`config.mk`:
```
export PLATFORM = sky130hd
export DESIGN_NAME = mem_arbiter
export DESIGN_NICKNAME = d
export VERILOG_FILES = /design/src/rtl/mem_arbiter_pkg.sv /design/src/rtl/mem_arbiter_beatctr.sv /design/src/rtl/mem_arbiter.sv
export SDC_FILE = /design/constraint.sdc
export NUM_CORES = 1
export LEC_CHECK = 0
export BUFFER_PORTS_ARGS = -buffer_cell sky130_fd_sc_hd__clkbuf_2
export CORE_MARGIN = 5
export CORE_UTILIZATION = 45
export CTS_BUF_LIST = sky130_fd_sc_hd__clkbuf_2
export CTS_CLUSTER_SIZE = 30
export DETAILED_ROUTE_END_ITERATION = 12
export GPL_TIMING_DRIVEN = 1
export HOLD_SLACK_MARGIN = 0.02
export PLACE_DENSITY = 0.78
export SETUP_SLACK_MARGIN = 0.5
export SYNTH_ARGS = -nofsm -noshare
export SYNTH_HDL_FRONTEND = slang
export SYNTH_HIERARCHICAL = 1
export SYNTH_SLANG_ARGS = --single-unit
```
`constraint.sdc`:
```
create_clock -name ph1 -period 1.9 [get_ports ph1]
set_input_delay 0.38 -clock ph1 [delete_from_list [all_inputs] [get_ports ph1]]
set_output_delay 0.38 -clock ph1 [all_outputs]
set_load 0.005 [all_outputs]
```
`src/rtl/mem_arbiter_pkg.sv`:
```
// Shared encodings and defaults for the I/D main-memory arbiter.
package mem_arbiter_pkg;

  localparam int unsigned LINEWORDS_DEF = 4;
  localparam int unsigned AW_DEF        = 27;

  localparam logic       MEM_READ   = 1'b1;
  localparam logic       MEM_WRITE  = 1'b0;
  localparam logic [3:0] BYTEEN_ALL = 4'b1111;

  typedef enum logic [2:0] {
    IDLE   = 3'd0,
    IFILL  = 3'd1,
    DFILL  = 3'd2,
    DWRITE = 3'd3,
    GAP    = 3'd4
  } state_e;

endpackage

```
`src/rtl/mem_arbiter_beatctr.sv`:
```
// Beat counter within one line fill: clear on grant, increment per completed beat.
module mem_arbiter_beatctr #(
  parameter int unsigned LINEWORDS = 4,
  parameter int unsigned CW        = (LINEWORDS > 1) ? $clog2(LINEWORDS) : 1
) (
  input  logic          clk,
  input  logic          rst_n,
  input  logic          clr_i,
  input  logic          inc_i,
  output logic [CW-1:0] cnt_o,
  output logic          last_c_o
);

  logic [CW-1:0] cnt_q, cnt_d;

  always_comb begin
    cnt_d = cnt_q;
    if (clr_i) begin
      cnt_d = '0;
    end else if (inc_i) begin
      cnt_d = cnt_q + CW'(1);
    end
  end

  always_ff @(posedge clk or negedge rst_n) begin
    if (!rst_n) begin
      cnt_q <= '0;
    end else begin
      cnt_q <= cnt_d;
    end
  end

  assign cnt_o    = cnt_q;
  assign last_c_o = (cnt_q == CW'(LINEWORDS - 1));

endmodule

```
`src/rtl/mem_arbiter.sv`:
```
// Arbitrates the shared main-memory port between I-side line fills and D-side fills/writes.
// Define MEM_ARBITER_ROUND_ROBIN_EN for alternating priority; default is fixed D-over-I.
module mem_arbiter
  import mem_arbiter_pkg::*;
#(
  parameter int unsigned LINEWORDS = LINEWORDS_DEF,
  parameter int unsigned AW        = AW_DEF
) (
  input  logic          ph1,
  input  logic          resetb,
  input  logic          ireq,
  input  logic [AW-1:0] iadr,
  output logic [31:0]   irdata,
  output logic          ivalid,
  output logic          idone,
  input  logic          dreq,
  input  logic          drwb,
  input  logic [AW-1:0] dadr,
  input  logic [31:0]   dwdata,
  input  logic [3:0]    dbyteen,
  output logic [31:0]   drdata,
  output logic          dvalid,
  output logic          ddone,
  output logic [AW-1:0] memadr,
  output logic [31:0]   memwdata,
  input  logic [31:0]   memrdata,
  output logic [3:0]    membyteen,
  output logic          memrwb,
  output logic          memen,
  input  logic          memdone
);

  localparam int unsigned   CW       = (LINEWORDS > 1) ? $clog2(LINEWORDS) : 1;
  localparam logic [AW-1:0] OFS_MASK = AW'(LINEWORDS - 1);

  state_e        state_q, state_d, ret_q, ret_d;
  logic [AW-1:0] base_q, base_d, memadr_q, memadr_d;
  logic [31:0]   memwdata_q, memwdata_d, irdata_q, irdata_d, drdata_q, drdata_d;
  logic [3:0]    membyteen_q, membyteen_d;
  logic          memrwb_q, memrwb_d, memen_q, memen_d;
  logic          ivalid_q, ivalid_d, idone_q, idone_d;
  logic          dvalid_q, dvalid_d, ddone_q, ddone_d;
  logic          ctr_clr, ctr_inc, ctr_last_c;
  logic [CW-1:0] ctr_cnt;
  logic          d_wins_c, grant_c;

  mem_arbiter_beatctr #(.LINEWORDS(LINEWORDS), .CW(CW)) u_beatctr (
    .clk      (ph1),
    .rst_n    (resetb),
    .clr_i    (ctr_clr),
    .inc_i    (ctr_inc),
    .cnt_o    (ctr_cnt),
    .last_c_o (ctr_last_c)
  );

`ifdef MEM_ARBITER_ROUND_ROBIN_EN
  // last_d_q = 1 when D held the most recent grant; the other side wins a tie
  logic last_d_q, last_d_d;
  assign d_wins_c = dreq && (!ireq || !last_d_q);
`else
  assign d_wins_c = dreq;
`endif

  // The done cycle is spent in IDLE without granting so a held req is not re-served
  assign grant_c = (state_q == IDLE) && !(idone_q || ddone_q) && (ireq || dreq);

  always_comb begin
    state_d     = state_q;
    ret_d       = ret_q;
    base_d      = base_q;
    memadr_d    = memadr_q;
    memwdata_d  = memwdata_q;
    membyteen_d = membyteen_q;
    memrwb_d    = memrwb_q;
    memen_d     = memen_q;
    irdata_d    = irdata_q;
    drdata_d    = drdata_q;
    ivalid_d    = 1'b0;
    idone_d     = 1'b0;
    dvalid_d    = 1'b0;
    ddone_d     = 1'b0;
    ctr_clr     = 1'b0;
    ctr_inc     = 1'b0;
`ifdef MEM_ARBITER_ROUND_ROBIN_EN
    last_d_d    = last_d_q;
`endif

    case (state_q)
      IDLE: begin
        if (grant_c) begin
          ctr_clr     = 1'b1;
          memen_d     = 1'b1;
          memrwb_d    = MEM_READ;
          membyteen_d = BYTEEN_ALL;
`ifdef MEM_ARBITER_ROUND_ROBIN_EN
          last_d_d    = d_wins_c;
`endif
          if (!d_wins_c) begin
            state_d = IFILL;
            base_d  = iadr & ~OFS_MASK;
          end else if (drwb) begin
            state_d = DFILL;
            base_d  = dadr & ~OFS_MASK;
          end else begin
            state_d     = DWRITE;
            base_d      = dadr;
            memwdata_d  = dwdata;
            membyteen_d = dbyteen;
            memrwb_d    = MEM_WRITE;
          end
          memadr_d = base_d;
        end
      end
      IFILL, DFILL, DWRITE: begin
        if (memen_q && memdone) begin
          memen_d = 1'b0;
          if (state_q == IFILL) begin
            irdata_d = memrdata;
            ivalid_d = 1'b1;
          end
          if (state_q == DFILL) begin
            drdata_d = memrdata;
            dvalid_d = 1'b1;
          end
          if ((state_q == DWRITE) || ctr_last_c) begin
            idone_d     = (state_q == IFILL);
            ddone_d     = (state_q != IFILL);
            state_d     = IDLE;
            memrwb_d    = MEM_READ;
            membyteen_d = BYTEEN_ALL;
          end else begin
            ctr_inc = 1'b1;
            ret_d   = state_q;
            state_d = GAP;
          end
        end
      end
      GAP: begin
        // Return-to-zero cycle; the counter already points at the next beat
        state_d  = ret_q;
        memen_d  = 1'b1;
        memadr_d = base_q | AW'(ctr_cnt);
      end
      default: begin
        state_d = IDLE;
        memen_d = 1'b0;
      end
    endcase
  end

  always_ff @(posedge ph1 or negedge resetb) begin
    if (!resetb) begin
      state_q     <= IDLE;
      ret_q       <= IDLE;
      base_q      <= '0;
      memadr_q    <= '0;
      memwdata_q  <= '0;
      membyteen_q <= BYTEEN_ALL;
      memrwb_q    <= MEM_READ;
      memen_q     <= 1'b0;
      irdata_q    <= '0;
      drdata_q    <= '0;
      ivalid_q    <= 1'b0;
      idone_q     <= 1'b0;
      dvalid_q    <= 1'b0;
      ddone_q     <= 1'b0;
`ifdef MEM_ARBITER_ROUND_ROBIN_EN
      last_d_q    <= 1'b0;
`endif
    end else begin
      state_q     <= state_d;
      ret_q       <= ret_d;
      base_q      <= base_d;
      memadr_q    <= memadr_d;
      memwdata_q  <= memwdata_d;
      membyteen_q <= membyteen_d;
      memrwb_q    <= memrwb_d;
      memen_q     <= memen_d;
      irdata_q    <= irdata_d;
      drdata_q    <= drdata_d;
      ivalid_q    <= ivalid_d;
      idone_q     <= idone_d;
      dvalid_q    <= dvalid_d;
      ddone_q     <= ddone_d;
`ifdef MEM_ARBITER_ROUND_ROBIN_EN
      last_d_q    <= last_d_d;
`endif
    end
  end

  assign memadr    = memadr_q;
  assign memwdata  = memwdata_q;
  assign membyteen = membyteen_q;
  assign memrwb    = memrwb_q;
  assign memen     = memen_q;
  assign irdata    = irdata_q;
  assign ivalid    = ivalid_q;
  assign idone     = idone_q;
  assign drdata    = drdata_q;
  assign dvalid    = dvalid_q;
  assign ddone     = ddone_q;

endmodule

```
==> results of run 1 <==
## what timing repair did
action	4_1_cts	5_1_grt
resized for setup	151	204
buffers inserted	75	52
endpoints found under the setup margin	296	300
hold buffers	136	0
gates cloned	26	5
endpoints found under the hold margin	305	0
pin swaps	33	40
## worst register-to-register path, delay by kind of cell, from the launching register on
family / cells / cell delay (ns)
buffers and inverters: 6 / 0.76
flip-flops: 1 / 0.49
AO/OA/AOI/OAI: 2 / 0.33
AND/OR/NAND/NOR: 2 / 0.41
## layer usage
layer	GRT usage	vias to the layer above
met5	0	-
li1	-	3209
met4	0.178	0
met2	0.562	697
met1	0.353	3860
met3	0.0958	284
## power by group through the flow
stage | Clock (mW) | Combinational, mW | Sequential (mW)
after CTS | 1.91 | 9.24 | 6.23
after global routing | 2.15 | 12.3 | 6.67
final | 2.01 | 11.9 | 6.53
after detailed placement | 0 | 5.90 | 6.37
after global placement | 0 | 5.72 | 6.30
after floorplan | 0 | 3.32 | 6.37
## cell families (layout without fill, tap and decap cells)
logic type | Yosys count | count (layout) | share of synthesized area
XOR/XNOR | 2 | 2 | 0.00249
buffers and inverters | 47 | 610 | 0.0352
other | 0 | 2 | 0
AND/OR/NAND/NOR | 177 | 181 | 0.109
adder cells (fa/ha/maj) | 1 | 1 | 0.00178
multiplexers | 94 | 94 | 0.146
AO/OA/AOI/OAI | 97 | 97 | 0.107
flip-flops | 168 | 168 | 0.599
## through the flow
| stage | utilization | TNS, ns | hold slack (ns) |
|---|---|---|---|
| floorplan | - | 0 | 0.0844 |
| global placement | 0.579 | 0 | 0.372 |
| finish | 0.863 | -2.34 | 0.0254 |
| global route | 0.863 | -5.78 | 0.0259 |
| detailed placement | 0.579 | 0 | 0.372 |
| CTS | 0.800 | -0.0395 | 0.0253 |
## flip-flops by register name (all words and copies together), names as in the netlist
register         cells
membyteen            4
u_beatctr/cnt_o      2
ret_q                3
memrwb               1
ddone                1
ivalid               1
memen                1
state_q              3
memadr              27
idone                1
base_q              27
memwdata            32
irdata              32
drdata              32
dvalid               1
## layout make-up
cell class                      instances  area, um^2
Antenna cell                            2        5.00
Clock buffer                           17        85.1
Clock inverter                         14         140
Fill cell                             656        2100
Inverter                                5        22.5
Multi-Input combinational cell        375        3440
Sequential cell                       168        4210
Tap cell                              211         264
Timing Repair Buffer                  574        5000
## placed cells by master (no fill, tap or decap), drive strengths merged, types with 2 or more instances in the layout
cell / n
a211o: 25
diode: 2
or3: 2
a32o: 25
dlygate4sd3: 136
clkinv: 4
mux2: 67
o22a: 4
and2: 2
dfrtp: 163
dfstp: 5
a21oi: 27
o21ai: 6
clkbuf: 184
nor3: 28
clkinvlp: 2
buf: 269
a221o: 2
bufbuf: 2
o21a: 3
mux2i: 27
or2: 3
nand2: 102
nor2: 34
or4: 5
inv: 12
a21o: 2
## worst paths after layout
check | from | slack (ns) | end
worst max-delay path | state_q[0] | -0.15 | memadr[12]
worst min-delay path | dadr[7] | 0.03 | memadr[7]
worst max register to register | state_q[0] | -0.15 | memadr[12]
worst min register to register | memwdata[17] | 0.51 | memwdata[17]
max in group asynchronous | resetb | 1.10 | memrwb
min in group asynchronous | resetb | 0.07 | memadr[8]
==> impl_metrics.ini, run 1 <==
[final_layout]
nets = 1270
layoutNonFillerInstCount = 1366
area_delta_synth_final_pct = 87.2
drive_gt1_frac = 0.581
final_area_um2 = 13200

[global_route]
grt_pass1_wl_um = 45000
grt-ovfl-total = 0
antenna_found_initial = 3
grt_usage = 0.323
grt_max_degree = 52
grt_pass1_vias = 8116

[synthesis]
synth_edf_count = 0
yosysWarningCount = 6
synth_common_cells = dfrtp_1, nand2_1, mux2_2
syn_area_um2 = 7030
synth_top_area_cell = dfrtp_1
yosysMostFrequentCell = dfrtp_1
synth_seq_area_share = 0.599
synthCells = 586
async_flop_share = 1.00
yosys.area.top_type_share = 0.580
synth_area_per_cell_um2 = 12.0
synth.distinct_cells = 38
ys_ff_latch = 168
synthFlopType = dfrtp_1
synth_nets = 715
synth.area.top_cells = dfrtp_1, mux2_2, nand2_1

[power_and_ir_drop]
power_frac_comb = 0.582
cellPowerDensity_nw_per_um2 = 1550
p_leak_nw = 6.68
power_mw = 20.4
power.switching_mw = 8.03
p_sw_frac = 0.393
seq_power_share = 0.319
internal_power_mw = 12.4
p_clk_frac = 0.098
ir_drop_uv = 892

[placed_design]
globalplace.congestion = 0.792
place_area_um2 = 8840
dpl.cell_count = 1039
portBuffers = 258
post-place-ws_ns = 0.102
dpl.hpwl_um = 12600

[timing]
setup_slack_ns = -0.151
min_period_ns = 2.05
max-slew-margin-rel = 0.411
finalCritPeriodShare = 1.08
setup_viol = 62
hold_violations = 0
worstMarginPinSlew_ns = 0.859
fin_skew_ns = 0.0521
maxClockFrequency_mhz = 488
maxSlewViolCount = 0
rsz0062_at_grt = yes

[run_status]
violations = negative setup slack
status = complete, but fails checks

[routing]
vias_per_cell = 5.89
wl_met3_um = 3880
wl_met1_um = 11800
vias = 8050
top_layer = met4
drc_errors = 0
wl_per_cell_um = 26.3
drt_iter0_drc = 902
firstDrtPassIters = 5
postRouteAntennaNets = 0
drt-total-wl_um = 35900
wl_met2_um = 17200

[floorplanning]
die_x_um = 135
dieArea_um2 = 18200
initial_utilization = 0.461
fp-row-count = 45
die_h_um = 135
coreArea_um2 = 15300
io_pins = 261

[worst_setup_path]
critical_path_depth = 10
cp.arrival_ns = 2.79
cp_num_buf_inv = 6
start_kind = flop
slowest_delay_ns = 0.49
worst-setup-path-type = flop to flop
path_max_fanout = 7
crit_chain = buf_6 -> buf_6 -> or2_4 -> buf_12 -> nor2_4 -> buf_6 -> buf_12 -> buf_16 -> a32o_1 -> a211o_1
r2r_cells = 10
critPathTopFamily = buffers and inverters
crit_required_ns = 2.64
crit_slowest_cell = dfrtp_1
end_kind = flop
path_common_cell = buf_6

[clock_tree]
cts_made_buffers = 17
clk_path_buf_depth = 2
htree_levels = 4
clkTransAtPathRegs_ns = 0.30
clock_insertion_delay_worst_skew_ns = 0.82
root_buffer = clkbuf_2
clock_sinks = 168
cts_tree = built

[flow_run]
cap_viol_max_count = 0

[min_path]
hold_path_class = input port to flop
min_path_cells = 4
No activity file was read; power rests on OpenSTA's default activity.
==> run 2: changes to the inputs <==
ABC_AREA = 1   (was not set)
PLACE_DENSITY = 0.77   (was 0.78)
==> run 2 against run 1 <==
Compared with the run above:
- the run now ends clean
- first-iteration DRC count shrank 37%
- register-to-register slack gained 0.32 ns
- power shrank 7.7%
- count of clock-buffer cells in the layout grew 1
- setup slack gained 0.23 ns
- worst hold slack gained 0.043 ns
- clock power grew 9%
- critical path type is now flop to output port
- largest power group unchanged
- highest routed layer unchanged
==> impl_metrics.ini, run 2 <==
[floorplanning]
coreArea_um2 = 15900
io_pins = 261
die_h_um = 138
die_x_um = 138
dieArea_um2 = 18900
initial_utilization = 0.460
fp-row-count = 46

[worst_setup_path]
critical_path_depth = 1
worst-setup-path-type = flop to output port
r2r_cells = 9
rrSetupSlack_ns = 0.17
cp.arrival_ns = 1.44
crit_slowest_cell = dfstp_2
crit_chain = buf_6
critPathTopFamily = flip-flops
crit_required_ns = 1.52
end_kind = output port
path_max_fanout = 2
cp_num_buf_inv = 1
slowest_delay_ns = 0.60
start_kind = flop

[timing]
max-slew-margin-rel = 0.662
fin_skew_ns = 0.0384
worstMarginPinSlew_ns = 0.508
setup_tns_ns = 0
min_period_ns = 1.82
maxSlewViolCount = 0
hold_violations = 0
setup_viol = 0
rsz0062_at_grt = yes
finalCritPeriodShare = 0.960
maxClockFrequency_mhz = 548

[synthesis]
yosys.area_share.xor_xnor = 0
synth_fa_ha_area_frac = 0.00171
synthCells = 834
synth_seq_area_share = 0.574
synthFlopType = dfrtp_1
synth_edf_count = 0
ys_ff_latch = 168
synthSimpleGateAreaFrac = 0.279
synth_nets = 963
synth_top_area_cell = dfrtp_1
async_flop_share = 1.00
yosysWarningCount = 6
synth_compound_area_frac = 0.0734
muxShareOfSynthArea = 0
synth.area.top_cells = dfrtp_1, nand2_1, nor2_1
yosysMostFrequentCell = nand2_1
synth_area_per_cell_um2 = 8.79
syn_area_um2 = 7330
synth.distinct_cells = 27
yosys.area.top_type_share = 0.557
synth_top_family_by_area = simple AND/OR/NAND/NOR gates
synth_common_cells = nand2_1, dfrtp_1, nor2_1

[placed_design]
globalplace.congestion = 0.779
dpl.cell_count = 1287
place_area_um2 = 8880
portBuffers = 258
dpl.hpwl_um = 13400

[global_route]
antenna_found_initial = 1
grt_usage = 0.262
grt-ovfl-total = 0
grt_max_degree = 43
grt_pass1_vias = 7733
grt_pass1_wl_um = 38500

[final_layout]
drive_gt1_frac = 0.467
nets = 1494
final_cell_mix = nand2_1, clkbuf_2, dfrtp_1
final_area_um2 = 13000
mostFrequentLayoutCell = nand2_1
area_delta_synth_final_pct = 77.2
layoutNonFillerInstCount = 1595

[routing]
drt-total-wl_um = 29500
vias = 8094
drc_errors = 0
wl_per_cell_um = 18.5
firstDrtPassIters = 8
postRouteAntennaNets = 0
drt_iter0_drc = 568
vias_per_cell = 5.07

[power_and_ir_drop]
seq_power_share = 0.332
p_clk_frac = 0.116
internal_power_mw = 11.3
ir_drop_uv = 639
power_mw = 18.9
cellPowerDensity_nw_per_um2 = 1450
p_sw_frac = 0.399
power.switching_mw = 7.53
p_leak_nw = 6.86
power_frac_comb = 0.553

[clock_tree]
clkTransAtPathRegs_ns = 0.26
cts_tree = built
cts_made_buffers = 17
clk_path_buf_depth = 2
clock_insertion_delay_worst_skew_ns = 0.80
htree_levels = 4
root_buffer = clkbuf_2
clock_sinks = 168

[flow_run]
cap_viol_max_count = 0

[run_status]
status = finished, final reports clean

[min_path]
hold_path_class = input port to async pin
==> run 2: cell count changes in the layout (fill, tap and decap cells not counted), sizes merged, moves of 42 or more <==
cell and change:
nand2 +194, inv +67, mux2 -67, o21ai +63, nor2 +55, nand3 +42
==> run 2: cell type report <==
class                           instances  area, um^2
Antenna cell                            1        2.50
Clock buffer                           18        90.1
Clock inverter                         14         185
Fill cell                             823        2960
Inverter                               72         300
Multi-Input combinational cell        557        3350
Sequential cell                       168        4210
Tap cell                              216         270
Timing Repair Buffer                  549        4570
==> run 2: worst reg2reg max path, cell delays in order, from the launching register on <==
cell     delay, ns
dfrtp_2       0.53
nor2_4        0.14
nand2_2       0.12
nor2_4        0.19
buf_6         0.14
nand2_8       0.07
buf_12        0.16
buf_16        0.15
nand2_2       0.09
nand2_2       0.06
==> run 2: path summary, 6_finish.rpt <==
| path | start | endpoint |
|---|---|---|
| max in group asynchronous | resetb | irdata[31] |
| setup reg to reg | state_q[1] | memwdata[22] |
| hold / removal | resetb | memwdata[27] |
| setup / recovery | membyteen[1] | membyteen[1] |
| hold reg to reg | memrwb | memrwb |
| min in group ph1 | dadr[21] | memadr[21] |
==> run 2: power by group through the flow <==
stage | clock network [mW] | logic, mW | registers (mW)
after floorplan | 0 | 3.04 | 6.18
after global placement | 0 | 5.26 | 6.11
after detailed placement | 0 | 5.44 | 6.14
after CTS | 2.18 | 8.08 | 6.06
after global routing | 2.35 | 11.2 | 6.39
final | 2.19 | 10.4 | 6.26
==> run 2: stage by stage <==
| step | setup slack (ns) | hold WS [ns] | utilization |
|---|---|---|---|
| 2_1_floorplan | 0.561 | 0.0844 | - |
| 3_3_place_gp | 0.101 | 0.337 | 0.557 |
| 3_5_place_dp | 0.0446 | 0.341 | 0.557 |
| 4_1_cts | -0.00969 | 0.0204 | 0.735 |
| 5_1_grt | -0.0144 | 0.0418 | 0.815 |
| 6_report | 0.0762 | 0.0680 | 0.815 |
==> run 2: kinds of logic (layout without fill, tap and decap cells) <==
group,after synthesis,after routing
AOI/OAI and AO/OA,95,95
DFF,168,168
buffers and inverters,111,653
other,0,1
adders and majority gates,1,1
and+or+nand+nor,459,461
==> run 2: layer usage <==
metal	vias to the layer above	track usage	part of all wire
met5	-	0	0
li1	3672	-	-
met3	119	0.0752	0.088
met2	460	0.454	0.50
met4	0	0.132	0.047
met1	3843	0.293	0.36
==> run 2: timing repair <==
item	in CTS	in global routing
pin swaps	76	23
gates cloned	13	16
hold endpoints to repair	313	0
endpoints found under the setup margin	257	290
hold buffers	111	0
setup buffers	71	64
gates resized for setup	159	218
==> run 3: changes to the inputs <==
CORE_MARGIN = 8   (was 5)
==> run 3 against run 2 <==
Compared with the run above:
- die area grew 8.9%
- non-clock buffer count fell by 18
- sequential share of layout area is 0.15 points higher
==> impl_metrics.ini, run 3 (synthesized netlist as in run 2, its figures left out) <==
[clock_tree]
root_buffer = clkbuf_2
htree_levels = 4
cts_tree = built
clk_path_buf_depth = 2
clock_insertion_delay_worst_skew_ns = 0.79
cts_made_buffers = 17
clock_sinks = 168
clkTransAtPathRegs_ns = 0.29

[floorplanning]
io_pins = 261
initial_utilization = 0.461
fp-row-count = 46
dieArea_um2 = 20600
die_x_um = 144
die_h_um = 144
coreArea_um2 = 15900

[final_layout]
final_area_um2 = 12900
ff_latch_area_um2 = 4210
final_cell_mix = clkbuf_2, nand2_1, dfrtp_1
multi_input_area_um2 = 3530
drive_gt1_frac = 0.494
fillerInstances = 868
nets = 1477
area_delta_synth_final_pct = 76.3
mostFrequentLayoutCell = clkbuf_2

[timing]
fin_skew_ns = 0.0472
worstMarginPinSlew_ns = 0.518
min_period_ns = 1.86
hold_violations = 0
fin_hold_ws_ns = 0.0728
max-slew-margin-rel = 0.654
maxSlewViolCount = 0
rsz0062_at_grt = yes
finalCritPeriodShare = 0.981
setup_slack_ns = 0.0358
maxClockFrequency_mhz = 536
setup_viol = 0

[run_status]
status = finished, final reports clean

[power_and_ir_drop]
power_mw = 19.0
ir_drop_uv = 811
p_leak_nw = 6.75
cellPowerDensity_nw_per_um2 = 1470

[placed_design]
dpl.hpwl_um = 14100
post-place-ws_ns = 0.263
portBuffers = 258
globalplace.congestion = 0.798
place_area_um2 = 8880

[routing]
vias = 8105
drc_errors = 0
firstDrtPassIters = 5
vias_per_cell = 5.14
postRouteAntennaNets = 0
drt-total-wl_um = 31100
drt_iter0_drc = 476
wl_per_cell_um = 19.7

[worst_setup_path]
worst-setup-path-type = flop to output port
rrSetupSlack_ns = 0.08
crit_required_ns = 1.52
path_max_fanout = 2
r2r-start = idone
crit_chain = buf_6
crit_slowest_cell = dfstp_2
critPathTopFamily = flip-flops
slowest_delay_ns = 0.61
start_kind = flop
r2r_cells = 12
end_kind = output port
cp.arrival_ns = 1.48
rr_endpoint = memwdata[1]
cp_num_buf_inv = 1

[flow_run]
cap_viol_max_count = 0

[global_route]
antenna_found_initial = 1
grt_pass1_wl_um = 39200
grt_usage = 0.243
grt-ovfl-total = 0
grt_max_degree = 51
grt_pass1_vias = 7838

[min_path]
hold_path_class = input port to async pin
==> run 3: cell types whose count changed in the layout (fill, tap and decap cells not counted), moves of 7 or more <==
cell	before	now
buf_2	83	41
clkbuf_2	184	223
nand2_1	220	190
nand2_4	26	48
buf_4	115	103
nand2_2	43	52
dlygate4sd3_1	111	104
==> run 3: layer usage <==
metal,wire [um],track usage
met4,1520,0.107
met5,0,0
met1,11100,0.279
met2,15900,0.424
met3,2590,0.0594
==> run 3: how the worst max path moves through the flow <==
stage / startpoint / endpoint / cells after the start
floorplan: state_q[1] / u_beatctr/cnt_o[0] / 7
global placement: dreq / u_beatctr/cnt_o[1] / 7
detailed placement: state_q[1] / memadr[6] / 8
CTS: membyteen[2] / membyteen[2] / 1
global route: membyteen[3] / membyteen[3] / 1
finish: membyteen[3] / membyteen[3] / 1
==> run 3: timing repair <==
action                                  CTS  global route
cloned                                   13            16
endpoints found under the setup margin  276           281
hold buffers                            103             1
resized for setup                       139           264
pin swaps                                73            64
endpoints found under the hold margin   297             1
buffers inserted                         58            64
==> run 3: final cells by class <==
class,instances,share of cell area
flip-flops and latches,168,0.326
repair buffers,531,0.339
inverters,72,0.0238
diodes,1,0.000194
clock buffers,17,0.00659
well taps,216,0.0209
multi-input cells,557,0.273
clock inverters,15,0.00930
repair inverters,1,0.000678
==> run 3: power breakdown <==
part	total [mW]	leakage [nW]	switching [mW]	internal, mW
registers	6.36	2.11	1.13	5.24
clock network	1.81	0.116	1.44	0.368
logic	10.8	4.53	5.39	5.41
total	19.0	6.75	7.95	11.0
==> run 3: per-stage QoR <==
stage	TNS (ns)	cells	utilization
finish	0	1578	0.813
detailed placement	0	1290	0.559
floorplan	0	834	-
global route	-0.348	1578	0.813
CTS	-0.0893	1496	0.717
global placement	0	1290	0.559
